==> config.mk <==
export PLATFORM = sky130hd
export DESIGN_NAME = hazard_control_unit
export DESIGN_NICKNAME = d
export VERILOG_FILES = /design/src/rtl/hazard_control_unit.sv
export SDC_FILE = /design/constraint.sdc
export NUM_CORES = 1
export LEC_CHECK = 0
export CELL_PAD_IN_SITES_DETAIL_PLACEMENT = 1
export CELL_PAD_IN_SITES_GLOBAL_PLACEMENT = 1
export CORE_MARGIN = 5
export CORE_UTILIZATION = 16
export DETAILED_ROUTE_END_ITERATION = 8
export PLACE_DENSITY_LB_ADDON = 0.12
export SLEW_MARGIN = 20
export SYNTH_ARGS = -nofsm -noshare
export SYNTH_HDL_FRONTEND = slang
export SYNTH_SLANG_ARGS = --single-unit
==> constraint.sdc <==
create_clock -name Clk -period 2.45 [get_ports Clk]
set_clock_uncertainty 0.2 [all_clocks]
set_input_delay 0.49 -clock Clk [delete_from_list [all_inputs] [get_ports Clk]]
set_output_delay 0.49 -clock Clk [all_outputs]
set_load 0.02 [all_outputs]
==> src/rtl/hazard_control_unit.sv <==
// Pipeline hazard control: load-use and jr stalls, jump/branch flushes, optional
// performance counters enabled by defining HAZARD_PERF_CNT_EN.
module hazard_control_unit (
    input  logic        Clk,
    input  logic        Reset,
    input  logic        IDEX_MemRead,
    input  logic        IDEX_RegWrite,
    input  logic [4:0]  IDEX_WriteReg,
    input  logic [4:0]  IFID_Rs,
    input  logic [4:0]  IFID_Rt,
    input  logic        IFID_UsesRt,
    input  logic        ID_Jump,
    input  logic        ID_Jr,
    input  logic        EX_BranchTaken,
    output logic        PCWrite,
    output logic        IFIDWrite,
    output logic        IFIDFlush,
    output logic        IDEXFlush,
    output logic [31:0] StallCount,
    output logic [31:0] FlushCount
);

    typedef enum logic [0:0] {
        ST_RUN     = 1'b0,
        ST_JR_WAIT = 1'b1
    } state_t;

    typedef enum logic [2:0] {
        EV_NONE     = 3'd0,
        EV_JUMP     = 3'd1,
        EV_LOAD_USE = 3'd2,
        EV_JR_HAZ   = 3'd3,
        EV_JR_WAIT  = 3'd4,
        EV_BRANCH   = 3'd5,
        EV_RESET    = 3'd6
    } event_t;

    state_t state_r;
    state_t state_nxt_s;
    event_t event_s;

    logic wr_nonzero_s;
    logic rs_match_s;
    logic rt_match_s;
    logic load_use_s;
    logic jr_haz_s;

    // Register-match decode; register 0 never creates a dependency
    always_comb begin
        wr_nonzero_s = (IDEX_WriteReg != 5'd0);
        rs_match_s   = wr_nonzero_s && (IDEX_WriteReg == IFID_Rs);
        rt_match_s   = wr_nonzero_s && IFID_UsesRt && (IDEX_WriteReg == IFID_Rt);
        load_use_s   = IDEX_MemRead && (rs_match_s || rt_match_s);
        jr_haz_s     = ID_Jr && IDEX_RegWrite && rs_match_s;
    end

    // Resolve the single winning event by priority
    always_comb begin
        event_s = EV_NONE;
        if (Reset) begin
            event_s = EV_RESET;
        end else if (EX_BranchTaken) begin
            event_s = EV_BRANCH;
        end else if (state_r == ST_JR_WAIT) begin
            event_s = EV_JR_WAIT;
        end else if (jr_haz_s) begin
            event_s = EV_JR_HAZ;
        end else if (load_use_s) begin
            event_s = EV_LOAD_USE;
        end else if (ID_Jump) begin
            event_s = EV_JUMP;
        end else begin
            event_s = EV_NONE;
        end
    end

    // State register
    always_ff @(posedge Clk) begin
        if (Reset) begin
            state_r <= ST_RUN;
        end else begin
            state_r <= state_nxt_s;
        end
    end

    // Next state: only a jr behind a load needs the second stall cycle
    always_comb begin
        state_nxt_s = ST_RUN;
        case (event_s)
            EV_JR_HAZ:   state_nxt_s = IDEX_MemRead ? ST_JR_WAIT : ST_RUN;
            EV_JR_WAIT:  state_nxt_s = ST_RUN;
            EV_BRANCH:   state_nxt_s = ST_RUN;
            EV_RESET:    state_nxt_s = ST_RUN;
            default:     state_nxt_s = ST_RUN;
        endcase
    end

    // Pipeline control outputs from the winning event
    always_comb begin
        PCWrite   = 1'b1;
        IFIDWrite = 1'b1;
        IFIDFlush = 1'b0;
        IDEXFlush = 1'b0;
        case (event_s)
            EV_BRANCH: begin
                PCWrite   = 1'b1;
                IFIDWrite = 1'b1;
                IFIDFlush = 1'b1;
                IDEXFlush = 1'b1;
            end
            EV_JR_WAIT, EV_JR_HAZ, EV_LOAD_USE: begin
                PCWrite   = 1'b0;
                IFIDWrite = 1'b0;
                IFIDFlush = 1'b0;
                IDEXFlush = 1'b1;
            end
            EV_JUMP: begin
                PCWrite   = 1'b1;
                IFIDWrite = 1'b1;
                IFIDFlush = 1'b1;
                IDEXFlush = 1'b0;
            end
            default: begin
                PCWrite   = 1'b1;
                IFIDWrite = 1'b1;
                IFIDFlush = 1'b0;
                IDEXFlush = 1'b0;
            end
        endcase
    end

`ifdef HAZARD_PERF_CNT_EN
    localparam logic [31:0] CNT_MAX = 32'hFFFF_FFFF;

    logic [31:0] stall_cnt_r;
    logic [31:0] flush_cnt_r;

    function automatic logic [31:0] sat_inc(input logic [31:0] value, input logic enable);
        if (enable && (value != CNT_MAX)) begin
            sat_inc = value + 32'd1;
        end else begin
            sat_inc = value;
        end
    endfunction

    // Saturating stall and flush event counters
    always_ff @(posedge Clk) begin
        if (Reset) begin
            stall_cnt_r <= 32'd0;
            flush_cnt_r <= 32'd0;
        end else begin
            stall_cnt_r <= sat_inc(stall_cnt_r, ~PCWrite);
            flush_cnt_r <= sat_inc(flush_cnt_r, EX_BranchTaken);
        end
    end

    assign StallCount = stall_cnt_r;
    assign FlushCount = flush_cnt_r;
`else
    assign StallCount = 32'd0;
    assign FlushCount = 32'd0;
`endif

endmodule
# [After elaboration in Yosys (flattened, before gate mapping)]
# Index checks and enable logic that the tools add are counted.
[word_totals] ff_bits=1 inputBits=23 wordCells=31
[op_classes] eq_ne=7 muxes=10 bitwise_logic=1 reduce_logical=12
[op_table] op="5-bit == test" count=2
[op_table] op="3-bit two-way mux" count=3
[op_table] op="3-bit by 2-bit == test with 1-bit output, second input constant" count=2
[op_table] op="3-bit == test, second input constant" count=2
[op_table] op="1-bit logical AND" count=6
[op_table] op="1-bit two-way mux" count=5
[op_table] op="5-bit nonzero test" count=1
[op_table] op="2-bit two-way mux" count=2
[op_table] op="2-bit OR reduction" count=2
[op_table] op="4-bit OR reduction" count=1
[op_table] op="3-bit by 1-bit == test with 1-bit output, second input constant" count=1
[op_table] op="3-bit OR reduction" count=1
[op_table] op="1-bit logical OR" count=1
[op_table] op="1-bit NOT" count=1

# [Depth between registers and ports, before layout]
# Gate-level depths: netlist of the first run.
[logic_depth] ltp_word=13 mapped_depth=6 depth_no_buf=5

# [Worst setup path after synthesis of the first run]
# OpenSTA, ideal clock, no wires.
[synth_timing] path_type="input-to-output" from="input IDEX_WriteReg[1]" to="output PCWrite" path_slack_ns=-0.355 stages=5 arrival_ns=2.115 required_ns=1.760 path_cell_list="or4_4 -> o21ai_2 -> a21oi_2 -> o31ai_1 -> buf_4"
[synth_via] elab_chain_cells=13
[synth_rtl] element="from (decl)" line_no="8" text="input logic [4:0] IDEX_WriteReg,"
[synth_rtl] element="5-bit nonzero test" line_no="50" text="wr_nonzero_s = (IDEX_WriteReg != 5'd0);"
[synth_rtl] element="1-bit logical AND (2 in series)" line_no="52" text="rt_match_s = wr_nonzero_s && IFID_UsesRt && (IDEX_WriteReg == IFID_Rt);"
[synth_rtl] element="1-bit logical OR" line_no="53" text="load_use_s = IDEX_MemRead && (rs_match_s || rt_match_s);"
[synth_rtl] element="1-bit logical AND" line_no="53"
[synth_rtl] element="2-bit two-way mux" line_no="68" text="end else if (load_use_s) begin"
[synth_rtl] element="2-bit two-way mux (*)" line_no="66" text="end else if (jr_haz_s) begin"
[synth_rtl] element="3-bit two-way mux (*)" line_no="64" text="end else if (state_r == ST_JR_WAIT) begin"
[synth_rtl] element="3-bit two-way mux (*)" line_no="62" text="end else if (EX_BranchTaken) begin"
[synth_rtl] element="3-bit two-way mux (*)" line_no="60" text="if (Reset) begin"
[synth_rtl] element="3-bit by 2-bit == test with 1-bit output or 3-bit == test (tied branches)"
[synth_rtl] element="3-bit OR reduction (*)"
[synth_rtl] element="1-bit two-way mux (*)"
[synth_rtl] element="to (decl)" line_no="15" text="output logic PCWrite,"
# Mark *: on every way between the ends. The rest lies on a longest branch, timed or not.

# [Final worst setup path of the first run]
[layout_timing] from="input IDEX_WriteReg[4]" to="output IDEXFlush"
[layout_via] elab_chain_cells=13
[layout_rtl] element="5-bit nonzero test" line_no="50"
[layout_rtl] element="1-bit logical AND (2 in series)" line_no="52"
[layout_rtl] element="1-bit logical OR" line_no="53"
[layout_rtl] element="1-bit logical AND" line_no="53"
[layout_rtl] element="2-bit two-way mux" line_no="68"
[layout_rtl] element="2-bit two-way mux (*)" line_no="66"
[layout_rtl] element="3-bit two-way mux (*)" line_no="64"
[layout_rtl] element="3-bit two-way mux (*)" line_no="62"
[layout_rtl] element="3-bit two-way mux (*)" line_no="60"
[layout_rtl] element="3-bit by 2-bit == test with 1-bit output or 3-bit == test (tied branches)" line_no="104" text="case (event_s)"
[layout_rtl] element="4-bit OR reduction (no line) (*)"
[layout_rtl] element="1-bit two-way mux (*)" line_no="104"
[layout_rtl] element="to (decl)" line_no="18" text="output logic IDEXFlush,"
# Marks and branches as above.

==> metrics.md, run 1 <==
| Metric | Value |
|---|---|
| DR vias/cell | `2.86` |
| First-pass GRT wire length | `around 2800 um` |
| # diodes | `0` |
| Gr usage total | `approximately 5%` |
| Critical path launch point | `IDEX_WriteReg[4]` |
| Iter 0 DRT Violations | `0` |
| List of most frequent post-synthesis cells | `65 x buf_4, 7 x xor2_1` |
| Max Cap Viol | `0` |
| Share of layout cells above drive strength 1 | `between 20% and 30%` |
| Worst EP required | `around 1.8 ns` |
| Yosys warning total | `0` |
| Hold Slack | `0.341 ns` |
| GPL Wtd Cong | `between 0.6 and 0.7` |
| Crit path time final | `roughly 2.6 ns` |
| DR vias | `between 500 and 600` |
| PortBufs | `26` |
| R2R setup slack | `~1.5 ns` |
| Max reg flops | `1` |
| Post-route setup TNS | `-0.303 ns` |
| Finished Core Util | `between 20% and 30%` |
| Metal3 WL | `slightly below 300 um` |
| Post-synth EDFFs | `0` |
| Synth Instances | `97` |
| Crit path launch type | `input port` |
| HP Class | `register to register` |
| M1 WL | `roughly 610 um` |
| Worst-Skew Late Latency | `0 ns` |
| Crit path to | `IDEXFlush` |
| Initial core utilization | `between 15 and 20%` |
| Final Instance Area | `roughly 920 um2` |
| Die extent in y | `about 77 um` |
| Synth area leader | `buf_4` |
| Post-Route WL | `approximately 1800 um` |
| Post-layout power | `195 uW` |
| Fin nets | `roughly 150` |
| Post-route setup slack | `-0.125 ns` |
| Largest net degree at the start of global routing | `5` |
| Worst Path Arrival | `between 1.5 and 2 ns` |
| Worst IR Drop VDD | `around 0.000043 V` |
| PwrDens | `212 mW/mm2` |
| Vias in the first global route | `564` |
| Failing checks | `setup timing` |
| Unrepaired setup endpoints after global routing | `yes` |
| DRT Pass-1 Iters | `1` |
| Placed cell area | `between 800 and 900 um2` |
| Remaining Overflow, GRT | `0` |
| CP endpoint kind | `primary output` |
| Worst r2r path cells | `1` |
| Area grow syn2layout | `26.6%` |
| Static leakage | `0.471 nW` |
| Synthesized cell area | `approximately 730 um2` |
| Initial antenna violation count | `0` |
| # hold bufs at CTS | `0` |
| Synthesized area per cell | `about 7.5 um2` |
| Max Slew Vio Count | `0` |
| Final setup viols | `4` |
| ANT nets after route | `0` |
| Row cnt | `24` |
| DR WL/cell | `around 9.7 um` |
| Post-placement cell count | `180` |
| Reg-to-Reg End | `state_r` |
| Biggest regs | `state_r: 1 flops` |
| Most area-consuming cells after synthesis | `buf_4 67%, xor2_1 8.4%, xnor2_1 3.6%` |
| Yosys reg bits | `1` |
| Yosys cell types | `19` |
| Crit share post-route | `105%` |
| Critical path class | `input port to primary output` |
| Most frequent cell after synthesis | `buf_4` |
| Detailed Place HPWL | `1690 um` |
| I/O pin cnt | `91` |
| Outcome | `finished, violations left` |
| Main flop type after synthesis | `dfxtp_1` |
| Reg with most FFs | `state_r` |
| Critical-path maximum fanout | `3` |
| Area of the core | `0.00438 mm2` |
| Register area share after synthesis | `around 2.8%` |
| Worst R2R Start | `state_r` |
| Met2 WL | `roughly 860 um` |
| Top cell type's share of synthesized area | `67.2%` |
| Max layer used | `met3` |
| DRC Markers | `0` |
| Final Hold Fails | `0` |
| Fmax | `between 300 and 400 MHz` |
| Post-synth ARST share | `0%` |
| Die W | `77.3 um` |
| Non-Filler Instances | `181` |
| Pre-CTS setup slack | `-0.961 ns` |
| Reg clk slew, reported paths | `0 ns` |
| Die ar. | `between 0.005 and 0.006 mm2` |
==> cells by family (layout without fill, tap and decap cells) <==
| kind of cell | count (synthesis) | count (layout) | share of synthesized area, % |
|---|---|---|---|
| flops | 1 | 1 | 2.76 |
| simple gates | 12 | 12 | 9.65 |
| buf+inv | 68 | 37 | 68.8 |
| other cells | 1 | 64 | 0.517 |
| xor+xnor | 10 | 10 | 12.1 |
| compound gates | 5 | 5 | 6.21 |
==> report_power, final <==
part           leakage, nW  switching, mW  internal, mW
Combinational        0.463          0.125        0.0537
Clock                    0              0             0
Sequential         0.00805      0.0000392        0.0166
==> worst min-delay path by stage <==
stage	start	endpoint	slack [ns]	cells after the start
6_report	state_r	state_r	0.34	1
5_1_grt	state_r	state_r	0.37	1
4_1_cts	state_r	state_r	0.34	1
3_5_place_dp	state_r	state_r	0.34	1
3_3_place_gp	state_r	state_r	0.35	1
2_1_floorplan	state_r	state_r	0.30	1
==> cell type report <==
| type | instances | area (um2) |
|---|---|---|
| Fill cell | 556 | 3470 |
| Tap cell | 52 | 65.1 |
| Sequential cell | 1 | 20.0 |
| Timing Repair Buffer | 34 | 309 |
| Multi-Input combinational cell | 91 | 513 |
| Inverter | 3 | 11.3 |
==> critical path, stage by stage <==
cell    delay (ns)
buf_8         0.09
or4_4         0.57
nor2_4        0.12
nor2_4        0.06
o41a_1        0.41
buf_6         0.14
==> metal layers <==
layer / track usage [%] / vias to the layer above
li1: - / 244
met4: 0 / 0
met1: 5.84 / 224
met2: 9.26 / 50
met5: 0 / -
met3: 2.55 / 0
==> cell usage in the layout, fill, tap and decap left out, drive strengths merged <==
| cell | n |
|---|---|
| a21oi | 1 |
| buf | 17 |
| clkdlybuf4s15 | 2 |
| clkdlybuf4s50 | 9 |
| conb | 64 |
| dfxtp | 1 |
| dlygate4sd2 | 5 |
| dlymetal6s2s | 1 |
| inv | 3 |
| nand2 | 1 |
| nand3 | 3 |
| nand4b | 1 |
| nor2 | 3 |
| nor3 | 1 |
| nor4 | 1 |
| nor4b | 1 |
| o21ai | 1 |
| o31ai | 1 |
| o32ai | 1 |
| o41a | 1 |
| or4 | 1 |
| xnor2 | 3 |
| xor2 | 7 |
==> timing repair <==
| action | CTS | global route |
|---|---|---|
| gates resized for setup | 62 | 5 |
| setup buffers | 1 | 0 |
| setup endpoints to repair | 4 | 4 |
| pin swaps | 10 | 3 |
Note: power is estimated with default switching activity, not from simulation.
==> run 2: changes to the inputs <==
CAP_MARGIN = 0   (was unset)
SLEW_MARGIN = 15   (was 20)
==> results of run 2 <==
Final layout, timing and power as in run 1 (identical DEF).
==> run 3: changes to the inputs <==
CTS_BUF_LIST = sky130_fd_sc_hd__clkbuf_8   (was unset)
SKIP_LAST_GASP = 1   (was unset)
==> run 3 against run 2 <==
The flow still finishes with violations (setup timing). Sequential share of layout area did not move. Power about the same. Cell count unchanged. Register-to-register slack barely moved. Die area unchanged. Sequential power about the same. Combinational power hardly changed. Critical endpoint unchanged. Highest routed layer unchanged.
==> metrics.md, run 3 (synthesis results as in run 1) <==
| Metric | Value |
|---|---|
| Hold Slack | `around 0.34 ns` |
| Final Hold Fails | `0` |
| Iter 0 DRT Violations | `1` |
| Outcome | `finished, violations left` |
| Worst r2r path cells | `1` |
| ANT nets after route | `0` |
| GPL Wtd Cong | `approximately 0.67` |
| Commonest non-fill, non-tap cell in the layout | `conb_1` |
| Footprint of the multi-input gates | `a little over 500 um2` |
| DR vias/cell | `around 2.9` |
| Max Slew Vio Count | `0` |
| Max Cap Viol | `0` |
| Crit share post-route | `105%` |
| Critical path launch point | `IDEX_WriteReg[4]` |
| Fmax | `between 300 and 400 MHz` |
| Area grow syn2layout | `26.6%` |
| Biggest regs | `state_r: 1 flops` |
| Reg area | `~20 um2` |
| Most frequent cells in the layout | `64 x conb_1, 9 x clkdlybuf4s50_1, 9 x buf_4, 7 x xor2_1, 5 x dlygate4sd2_1` |
| Worst-Skew Late Latency | `0 ns` |
| Fill count | `556` |
| Non-Filler Instances | `around 180` |
| Crit path time final | `between 2 and 3 ns` |
| Row cnt | `24` |
| PwrDens | `212 mW/mm2` |
| Reg-to-Reg End | `state_r` |
| Die W | `roughly 77 um` |
| DR WL/cell | `between 9 and 10 um` |
| Fin nets | `~150` |
| Pre-CTS setup slack | `-0.961 ns` |
| DR vias | `between 500 and 600` |
| Post-placement cell count | `between 150 and 200` |
| CP endpoint kind | `primary output` |
| Final setup viols | `4` |
| Crit path to | `IDEXFlush` |
| Crit path launch type | `input port` |
| Initial core utilization | `roughly 17%` |
| Critical-path maximum fanout | `3` |
| Static leakage | `around 0.47 nW` |
| Initial antenna violation count | `0` |
| Reg clk slew, reported paths | `0 ns` |
| Area of the core | `between 0.004 and 0.005 mm2` |
| Gr usage total | `5.13%` |
| Reg with most FFs | `state_r` |
| First-pass GRT wire length | `2740 um` |
| Share of layout cells above drive strength 1 | `a little over a fifth` |
| Critical path class | `input port to primary output` |
| # diodes | `0` |
| Die ar. | `0.00598 mm2` |
| I/O pin cnt | `a little over 90` |
| DRC Markers | `0` |
| Unrepaired setup endpoints after global routing | `yes` |
| Hold depth | `1` |
| Max reg flops | `1` |
| PortBufs | `26` |
| R2R setup slack | `approximately 1.5 ns` |
| DRT Pass-1 Iters | `2` |
| # hold bufs at CTS | `0` |
| HP Class | `register to register` |
| Largest net degree at the start of global routing | `5` |
| Worst EP required | `~1.8 ns` |
| Die extent in y | `slightly below 80 um` |
| Post-Route WL | `around 1800 um` |
| Worst IR Drop VDD | `around 0.000043 V` |
| Failing checks | `setup timing` |
| Vias in the first global route | `564` |
| Post-route setup slack | `-0.126 ns` |
| Worst Path Arrival | `1.89 ns` |
| Worst R2R Start | `state_r` |
| Detailed Place HPWL | `1690 um` |
| Remaining Overflow, GRT | `0` |
run 3: cell counts in the layout (fill, tap and decap cells not counted):
Identical to the previous run, type by type.
run 3: how the worst min path moves through the flow:
stage,startpoint,end,slack [ns]
5_1_grt,state_r,state_r,0.37
3_3_place_gp,state_r,state_r,0.35
6_report,state_r,state_r,0.34
2_1_floorplan,state_r,state_r,0.30
3_5_place_dp,state_r,state_r,0.34
4_1_cts,state_r,state_r,0.34
run 3: worst max-delay path, cell delays in order:
cell and delay, ns:
buf_8 0.09, or4_4 0.57, nor2_4 0.12, nor2_4 0.06, o41a_1 0.42, buf_6 0.14
run 3: cell type report:
type / instances / area share, %
Multi-Input combinational cell: 91 / 55.9
Timing Repair Buffer: 34 / 33.7
Tap cell: 52 / 7.08
Sequential cell: 1 / 2.18
Inverter: 3 / 1.23
run 3: metal layers:
layer  vias up  wire length [um]  track usage (%)
met4         0                 0                0
li1        244                 -                -
met3         0               295             2.66
met2        50               859             9.18
met1       223               606             5.77
met5         -                 0                0
run 3: power by group:
| group | internal, mW | leakage [nW] | switching, mW |
|---|---|---|---|
| Sequential | 0.0166 | 0.00805 | 0.0000387 |
| Combinational | 0.0537 | 0.463 | 0.125 |
| Clock | 0 | 0 | 0 |
| Total | 0.0703 | 0.471 | 0.125 |
run 3: per-stage QoR:
step,total power [mW],cell area (um2),util (%),setup TNS (ns)
after floorplan,0.208,983,-,-0.0257
after global placement,0.188,873,19.9,-3.72
after detailed placement,0.188,873,19.9,-3.78
after CTS,0.187,892,20.3,-0.506
after global routing,0.207,918,20.9,-0.520
final,0.195,918,20.9,-0.306
run 3: timing repair:
action / 4_1_cts / 5_1_grt
endpoints found under the hold margin: 0 / 0
gates resized for setup: 61 / 6
pin swaps: 9 / 5
endpoints found under the setup margin: 4 / 4
setup buffers: 1 / 0
